<file path="config.mk">
export PLATFORM = sky130hd
export DESIGN_NAME = axi4_lite_uart_arbiter
export DESIGN_NICKNAME = d
export VERILOG_FILES = /design/src/rtl/axi4_lite_uart_arbiter.sv
export SDC_FILE = /design/constraint.sdc
export NUM_CORES = 1
export LEC_CHECK = 0
export BUFFER_PORTS_ARGS = -buffer_cell sky130_fd_sc_hd__buf_4
export CORE_AREA = 2 2 124 126
export DETAILED_ROUTE_END_ITERATION = 16
export DIE_AREA = 0 0 126 128
export GPL_ROUTABILITY_DRIVEN = 1
export PLACE_DENSITY = 0.69
export SYNTH_ARGS = -nofsm -noshare
export SYNTH_HDL_FRONTEND = slang
export SYNTH_SLANG_ARGS = --single-unit
</file>
<file path="constraint.sdc">
create_clock -name aclk -period 2 [get_ports aclk]
set_input_delay 0 -clock aclk [delete_from_list [all_inputs] [get_ports aclk]]
set_output_delay 0 -clock aclk [all_outputs]
set_load 0.01 [all_outputs]
</file>
<file path="src/rtl/axi4_lite_uart_arbiter.sv">
// rtl/axi4_lite_uart_arbiter.sv - two-requester round-robin AXI4-Lite master for a shared UART slave
//
// Purpose: accepts single-word read/write requests from two on-chip requesters,
// picks one round-robin, runs exactly one AXI4-Lite transaction on the UART
// slave port and returns the response (and read data) to the winner.
//
// Ports:
//   aclk, aresetn          clock, asynchronous active-low reset
//   req_valid/write        per-requester request strobe and direction (1 = write)
//   req_addr/req_wdata     packed per-requester payload, requester i at [i*W +: W]
//   req_grant              one-cycle pulse: request i captured
//   req_done               one-cycle pulse: transaction i finished, rsp_* valid
//   rsp_rdata/rsp_resp     read data (0 for writes) and BRESP/RRESP, held until next completion
//   m_aw*/m_w*/m_b*        AXI4-Lite write address, write data, write response channels
//   m_ar*/m_r*             AXI4-Lite read address and read data channels
module axi4_lite_uart_arbiter #(
  parameter int ADDR_WIDTH = 32,
  parameter int DATA_WIDTH = 32
) (
  input  logic                    aclk,
  input  logic                    aresetn,
  input  logic [1:0]              req_valid,
  input  logic [1:0]              req_write,
  input  logic [2*ADDR_WIDTH-1:0] req_addr,
  input  logic [2*DATA_WIDTH-1:0] req_wdata,
  output logic [1:0]              req_grant,
  output logic [1:0]              req_done,
  output logic [DATA_WIDTH-1:0]   rsp_rdata,
  output logic [1:0]              rsp_resp,
  output logic [ADDR_WIDTH-1:0]   m_awaddr,
  output logic [2:0]              m_awprot,
  output logic                    m_awvalid,
  input  logic                    m_awready,
  output logic [DATA_WIDTH-1:0]   m_wdata,
  output logic [DATA_WIDTH/8-1:0] m_wstrb,
  output logic                    m_wvalid,
  input  logic                    m_wready,
  input  logic [1:0]              m_bresp,
  input  logic                    m_bvalid,
  output logic                    m_bready,
  output logic [ADDR_WIDTH-1:0]   m_araddr,
  output logic [2:0]              m_arprot,
  output logic                    m_arvalid,
  input  logic                    m_arready,
  input  logic [DATA_WIDTH-1:0]   m_rdata,
  input  logic [1:0]              m_rresp,
  input  logic                    m_rvalid,
  output logic                    m_rready
);

  typedef enum logic [2:0] {
    ST_IDLE  = 3'd0,
    ST_WRITE = 3'd1,
    ST_WRESP = 3'd2,
    ST_READ  = 3'd3,
    ST_RDATA = 3'd4
  } state_t;

  state_t                  state_q, state_d;

  logic                    awvalid_q, awvalid_d;
  logic                    wvalid_q, wvalid_d;
  logic                    arvalid_q, arvalid_d;
  logic                    bready_q, bready_d;
  logic                    rready_q, rready_d;
  logic [1:0]              grant_q, grant_d;
  logic [1:0]              done_q, done_d;
  logic [DATA_WIDTH-1:0]   rdata_q, rdata_d;
  logic [1:0]              resp_q, resp_d;
  logic [ADDR_WIDTH-1:0]   addr_q, addr_d;
  logic [DATA_WIDTH-1:0]   wdata_q, wdata_d;
  // Last-granted requester; it is also the owner of the transaction in flight.
  logic                    last_q, last_d;

  logic                    pick;
  logic                    sel_write;
  logic [ADDR_WIDTH-1:0]   sel_addr;
  logic [DATA_WIDTH-1:0]   sel_wdata;
  logic                    start;
  logic                    aw_ok;
  logic                    w_ok;
  logic                    b_hs;
  logic                    r_hs;

  // Round-robin pick: on a tie the requester that was not served last wins.
  always_comb begin
    pick = 1'b0;
    if (req_valid == 2'b11) begin
      pick = ~last_q;
    end else begin
      pick = req_valid[1];
    end
    sel_write = pick ? req_write[1] : req_write[0];
    sel_addr  = pick ? req_addr[2*ADDR_WIDTH-1:ADDR_WIDTH] : req_addr[ADDR_WIDTH-1:0];
    sel_wdata = pick ? req_wdata[2*DATA_WIDTH-1:DATA_WIDTH] : req_wdata[DATA_WIDTH-1:0];
  end

  assign start = (state_q == ST_IDLE) && (req_valid != 2'b00);
  // A write channel counts as done once its valid has dropped or is handshaking now.
  assign aw_ok = ~awvalid_q | m_awready;
  assign w_ok  = ~wvalid_q | m_wready;
  assign b_hs  = (state_q == ST_WRESP) && bready_q && m_bvalid;
  assign r_hs  = (state_q == ST_RDATA) && rready_q && m_rvalid;

  // State register
  always_ff @(posedge aclk or negedge aresetn) begin
    if (!aresetn) begin
      state_q <= ST_IDLE;
    end else begin
      state_q <= state_d;
    end
  end

  // Next-state logic
  always_comb begin
    state_d = state_q;
    case (state_q)
      ST_IDLE: begin
        if (start) begin
          state_d = sel_write ? ST_WRITE : ST_READ;
        end
      end
      ST_WRITE: begin
        if (aw_ok && w_ok) begin
          state_d = ST_WRESP;
        end
      end
      ST_WRESP: begin
        if (b_hs) begin
          state_d = ST_IDLE;
        end
      end
      ST_READ: begin
        if (m_arready) begin
          state_d = ST_RDATA;
        end
      end
      ST_RDATA: begin
        if (r_hs) begin
          state_d = ST_IDLE;
        end
      end
      default: state_d = ST_IDLE;
    endcase
  end

  // Output logic: every output is a flop, so next-cycle values are computed here.
  always_comb begin
    awvalid_d = (start && sel_write) || ((state_q == ST_WRITE) && awvalid_q && !m_awready);
    wvalid_d  = (start && sel_write) || ((state_q == ST_WRITE) && wvalid_q && !m_wready);
    arvalid_d = (start && !sel_write) || ((state_q == ST_READ) && !m_arready);
    bready_d  = (state_d == ST_WRESP);
    rready_d  = (state_d == ST_RDATA);
    grant_d   = 2'b00;
    if (start) begin
      grant_d = pick ? 2'b10 : 2'b01;
    end
    done_d = 2'b00;
    if (b_hs || r_hs) begin
      done_d = last_q ? 2'b10 : 2'b01;
    end
    rdata_d = rdata_q;
    resp_d  = resp_q;
    if (b_hs) begin
      rdata_d = '0;
      resp_d  = m_bresp;
    end else if (r_hs) begin
      rdata_d = m_rdata;
      resp_d  = m_rresp;
    end
    addr_d  = start ? sel_addr : addr_q;
    wdata_d = start ? sel_wdata : wdata_q;
    last_d  = start ? pick : last_q;
  end

  always_ff @(posedge aclk or negedge aresetn) begin
    if (!aresetn) begin
      awvalid_q <= 1'b0;
      wvalid_q  <= 1'b0;
      arvalid_q <= 1'b0;
      bready_q  <= 1'b0;
      rready_q  <= 1'b0;
      grant_q   <= 2'b00;
      done_q    <= 2'b00;
      rdata_q   <= '0;
      resp_q    <= 2'b00;
      addr_q    <= '0;
      wdata_q   <= '0;
      last_q    <= 1'b1;
    end else begin
      awvalid_q <= awvalid_d;
      wvalid_q  <= wvalid_d;
      arvalid_q <= arvalid_d;
      bready_q  <= bready_d;
      rready_q  <= rready_d;
      grant_q   <= grant_d;
      done_q    <= done_d;
      rdata_q   <= rdata_d;
      resp_q    <= resp_d;
      addr_q    <= addr_d;
      wdata_q   <= wdata_d;
      last_q    <= last_d;
    end
  end

  assign req_grant = grant_q;
  assign req_done  = done_q;
  assign rsp_rdata = rdata_q;
  assign rsp_resp  = resp_q;
  assign m_awaddr  = addr_q;
  assign m_awprot  = 3'b000;
  assign m_awvalid = awvalid_q;
  assign m_wdata   = wdata_q;
  assign m_wstrb   = '1;
  assign m_wvalid  = wvalid_q;
  assign m_bready  = bready_q;
  assign m_araddr  = addr_q;
  assign m_arprot  = 3'b000;
  assign m_arvalid = arvalid_q;
  assign m_rready  = rready_q;

endmodule

</file>
==> Word level (Yosys, flattened, before mapping) <==
Cells that the tools add are included.
Widths: inputs -> output; s select.
{ "classes": {"addsub": 0, "bitwise_logic": 5, "multipliers": 0, "n_shift": 0, "magnitude_cmp": 0, "n_reduce_logical": 24, "n_eq_ne": 7, "n_mux": 19, "div_mod_pow": 0} }
{ "op_table": {"columns": ["cell", "count"], "rows": [
  ["$mux 32", 4],
  ["$mux 3", 5],
  ["$pmux 3 s5", 1],
  ["$mux 2", 7],
  ["$logic_and 1x1->1", 13],
  ["$eq 3x2->1 const B", 3],
  ["$eq 3x3->1 const B", 2],
  ["$logic_not 1->1", 4],
  ["$logic_or 1x1->1", 4],
  ["$reduce_bool 2->1", 2],
  ["$eq 3x1->1 const B", 1],
  ["$logic_not 3->1", 1],
  ["$not 1->1", 3],
  ["$eq 2x2->1 const B", 1],
  ["$mux 1", 2],
  ["$or 1x1->1", 2]
]} }
{ "word_totals": {"n_memories": 0, "register_bits": 111, "latchBits": 0, "elab_cells": 68, "input_bits": 175, "output_inout_bits": 149, "ram_bits": 0, "mem_bits_ro": 0} }

==> Depth between registers and ports, before layout <==
{ "depth": {"word_depth": 7, "depth_mapped": 6} }

==> Worst setup path before layout <==
Ideal clock, no wire load.
{ "synth_path": {"path_type": "flip-flop to flip-flop", "from": "register state_q[0]", "to": "register addr_q[10], in the netlist m_araddr[10]", "required_ps": 1874, "period_less_slack_ps": 1697, "path_stages_with_launch": 6, "slack_ps": 303, "arrival_time_ps": 1571, "setup_ps": 126, "path_buffers": 2, "path_cell_list": "dfrtp_1 buf_6 or3_4 o21bai_4 buf_6 a221o_1"} }
{ "synth_between": {"elab_chain_len": 2} }
{ "synth_rtl": {"columns": ["item", "line_no", "text"], "rows": [
  ["start, declared", "59", "state_t state_q, state_d;"],
  ["start signal, assigned", "110", "state_q <= state_d;"],
  ["$logic_not 3->1", "98", "assign start = (state_q == ST_IDLE) && (req_valid != 2'b00);"],
  ["$logic_and 1x1->1", "98", null],
  ["end signal, assigned", "200", "addr_q <= addr_d;"],
  ["end, declared", "70", "logic [ADDR_WIDTH-1:0] addr_q, addr_d;"]
]} }
Every way passes these cells.
A chain may end at the register's enable or synchronous reset.

==> Worst setup path in the final report <==
{ "layout_path": {"from": "register state_q[0]", "to": "register wdata_q[8], in the netlist m_wdata[8]"} }
{ "layout_between": {"elab_chain_len": 2} }
{ "layout_rtl": {"columns": ["item", "line_no", "text"], "rows": [
  ["$logic_not 3->1", "98", null],
  ["$logic_and 1x1->1", "98", null],
  ["end signal, assigned", "201", "wdata_q <= wdata_d;"],
  ["end, declared", "71", "logic [DATA_WIDTH-1:0] wdata_q, wdata_d;"]
]} }
Every way passes these cells.

==> metrics.txt <==
R2R cell count 4; status finished clean; slowest CP cell or3_4; Fin. Hold Viols 0; worst-margin pin slew 0.660 ns; sequential share of the synthesized area 51.9%; Post-layout nets 1079; drt initial violations 419; Logic pwr share 48.9%; fin. max-slew vios 0; Area contributors post-synth dfrtp_1 51%, a221o_1 12%, nor3_1 6.2%; Async SR Flop Fraction 100%; GRT met3 Usage 3.96%; CORE AREA 14900 um2; post-place setup slack 0.240 ns; RSZ-0062 raised after global routing false; Syn Area/Cell 9.99 um2; Synth top area share 51.4%; Leak Pwr 4.53 nW; Clock Skews 0.00733 ns; YS warnings 0; starting density of the core 36.0%; Critical Path Start Type flip-flop; GR Layer Usage met2 39.0%; PostCTS Resize Cnt 0; Tightest Hold Check Type in2reg; Max Clock Freq 563 MHz; GRT Util Overall 23.3%; # port buffers 313; switching share of total power 36.7%; hold slack final 0.0300 ns; commonest non-fill, non-tap cell in the layout buf_4; Synth cell types 35; DR vias 5656; Critical Path Stages 4; CTS clk-pin slew, worst paths 0.07 ns; dpl cell area 7620 um2; first-pass GRT wire length 29.8 mm; R2R setup slack 0.22 ns; via/cell ratio 5.16; post-route insts no fill 1096; VDD IR max 676 uV; Slew headroom 56.0%; Post-synth EDFFs 0; Num Clock Sinks 111; Placed Cells 975; predominant post-synthesis flop cell dfrtp_1; area of the mapped netlist 5350 um2; Post-CTS Setup Inserts 0; max-cap violations 0; fill count 1256; leading area contributor after synthesis dfrtp_1; Final Cell Area 9030 um2; Worst Slack Setup Final 0.224 ns; CP bufs+invs 1; Net Sw Power 4.25 mW; arrival time worst endpoint 2.00 ns; crit-path max FO 34; H-tree Lvls 3; Total Negative Setup Slacks 0 ns; CTS tree done; highest-count cells in the layout ignoring fill and taps 327 x buf_4, 110 x dfrtp_1, 106 x dlygate4sd3_1; final WL 19.4 mm; Setup violations, final 0; layout cells sized above 1 39.0%; CTS Buf Count 9; FF-to-FF Start state_q[0]$_DFF_PN0_; number of global-route vias before repair 5560; drt first pass iters 5; Final HPWL DP 12.5 mm; number of inserted diodes 0; antenna violations before repair 0; WS Path Type reg2reg; Layout Area Growth over Synthesis 68.7%; Clk pwr share 18.0%; met1 Usage GRT 29.5%; CTS Buffer Depth 2; Crit path required time 2.22 ns; Min-Delay Startpoint m_bvalid; worst skew pair latency 0.34 ns; chip height 128 um; fin crit period 1.78 ns; critical path cell sequence or3_4, o21bai_4, buf_4, a221o_1; register bit total from synthesis 111; PnR Total Power 11.6 mW; Die X 126 um; full die area 16100 um2; WL/cell 17.7 um; Max stage delay on crit path 0.42 ns; DRC violations left 0; fin crit share 88.8%; post-route ant nets 0; Post-Syn Instances 536; row count 45; Seq pwr share 33.1%; largest net degree at the start of global routing 112; CP Capture Type flip-flop; gr ovfl total 0; crit path to m_wdata[8]$_DFFE_PN0P_; reg-to-reg endpoint m_wdata[8]$_DFFE_PN0P_; gr busiest metal met2; Int Power 7.35 mW; Cell Pwr Density 1290 nW/um2; Finished Core Util 60.7%; RePlAce Congestion 0.836; cell family with most CP delay compound AO/OA/AOI/OAI gates; # IOs 324; Clock Root Buffer clkbuf_16; crit path from state_q[0]$_DFF_PN0_
## power groups by stage
stage          Combinational (mW)  Clock (mW)  Sequential (mW)
3_3_place_gp                 5.40           0             3.84
5_1_grt                      6.08        2.23             3.95
3_5_place_dp                 5.49           0             3.84
2_1_floorplan                2.89           0             4.06
4_1_cts                      5.66        2.14             3.82
6_report                     5.68        2.09             3.84
## cells by family after synthesis
logic type | synth area share (%)
compound gates | 20.2
other cells | 0.140
flops | 51.9
buf+inv | 15.1
simple gates | 12.2
mux | 0.397
## tightest hold or removal path: stages
cell and delay [ns]:
buf_4 0.11, nand3_1 0.14, a21oi_1 0.08
## flip-flops by register name, summed over array words and instances (netlist names), 2 cells and up
name       count
m_araddr      32
m_wdata       32
req_done       2
req_grant      2
rsp_rdata     32
rsp_resp       2
state_q        3
## layer usage
layer / part of all wire [%] / routed length, um
met5: 0 / 0
met2: 51 / 9810
met4: 3.5 / 681
met3: 6.2 / 1190
met1: 40 / 7680
## layout make-up
type	count	area, um2	share of cell area, %
clock buffers	12	256	2.84
clock inverters	3	90.1	0.998
inverters	65	244	2.70
multi-input cells	279	1810	20.0
flip-flops and latches	111	2780	30.8
well taps	188	235	2.60
repair buffers	438	3620	40.0
## cell usage after synthesis, drive strengths merged (3+ instances only)
library cell  count
nand3            35
a21oi            33
buf              60
clkbuf           29
dfrtp           110
a221o            64
inv              65
o21ai            37
nand2             4
nor3b             4
nor2              3
nor3             66
## how the worst min path moves through the flow
stage                                      endpoint  slack (ns)  cells past startpoint
after global placement    rsp_rdata[25]$_DFFE_PN0N_        0.13                      2
after floorplan             m_araddr[0]$_DFFE_PN0P_       -0.30                      0
after detailed placement  rsp_rdata[25]$_DFFE_PN0N_        0.14                      2
after global routing          req_done[1]$_DFF_PN0_        0.01                      3
final                         req_done[0]$_DFF_PN0_        0.03                      3
after CTS                     req_done[0]$_DFF_PN0_       0.007                      3
## what timing repair did
item,in CTS,in global routing
hold buffers,106,0
setup endpoints to repair,0,0
hold endpoints to repair,213,0
Note: power is estimated with default switching activity, not from simulation.
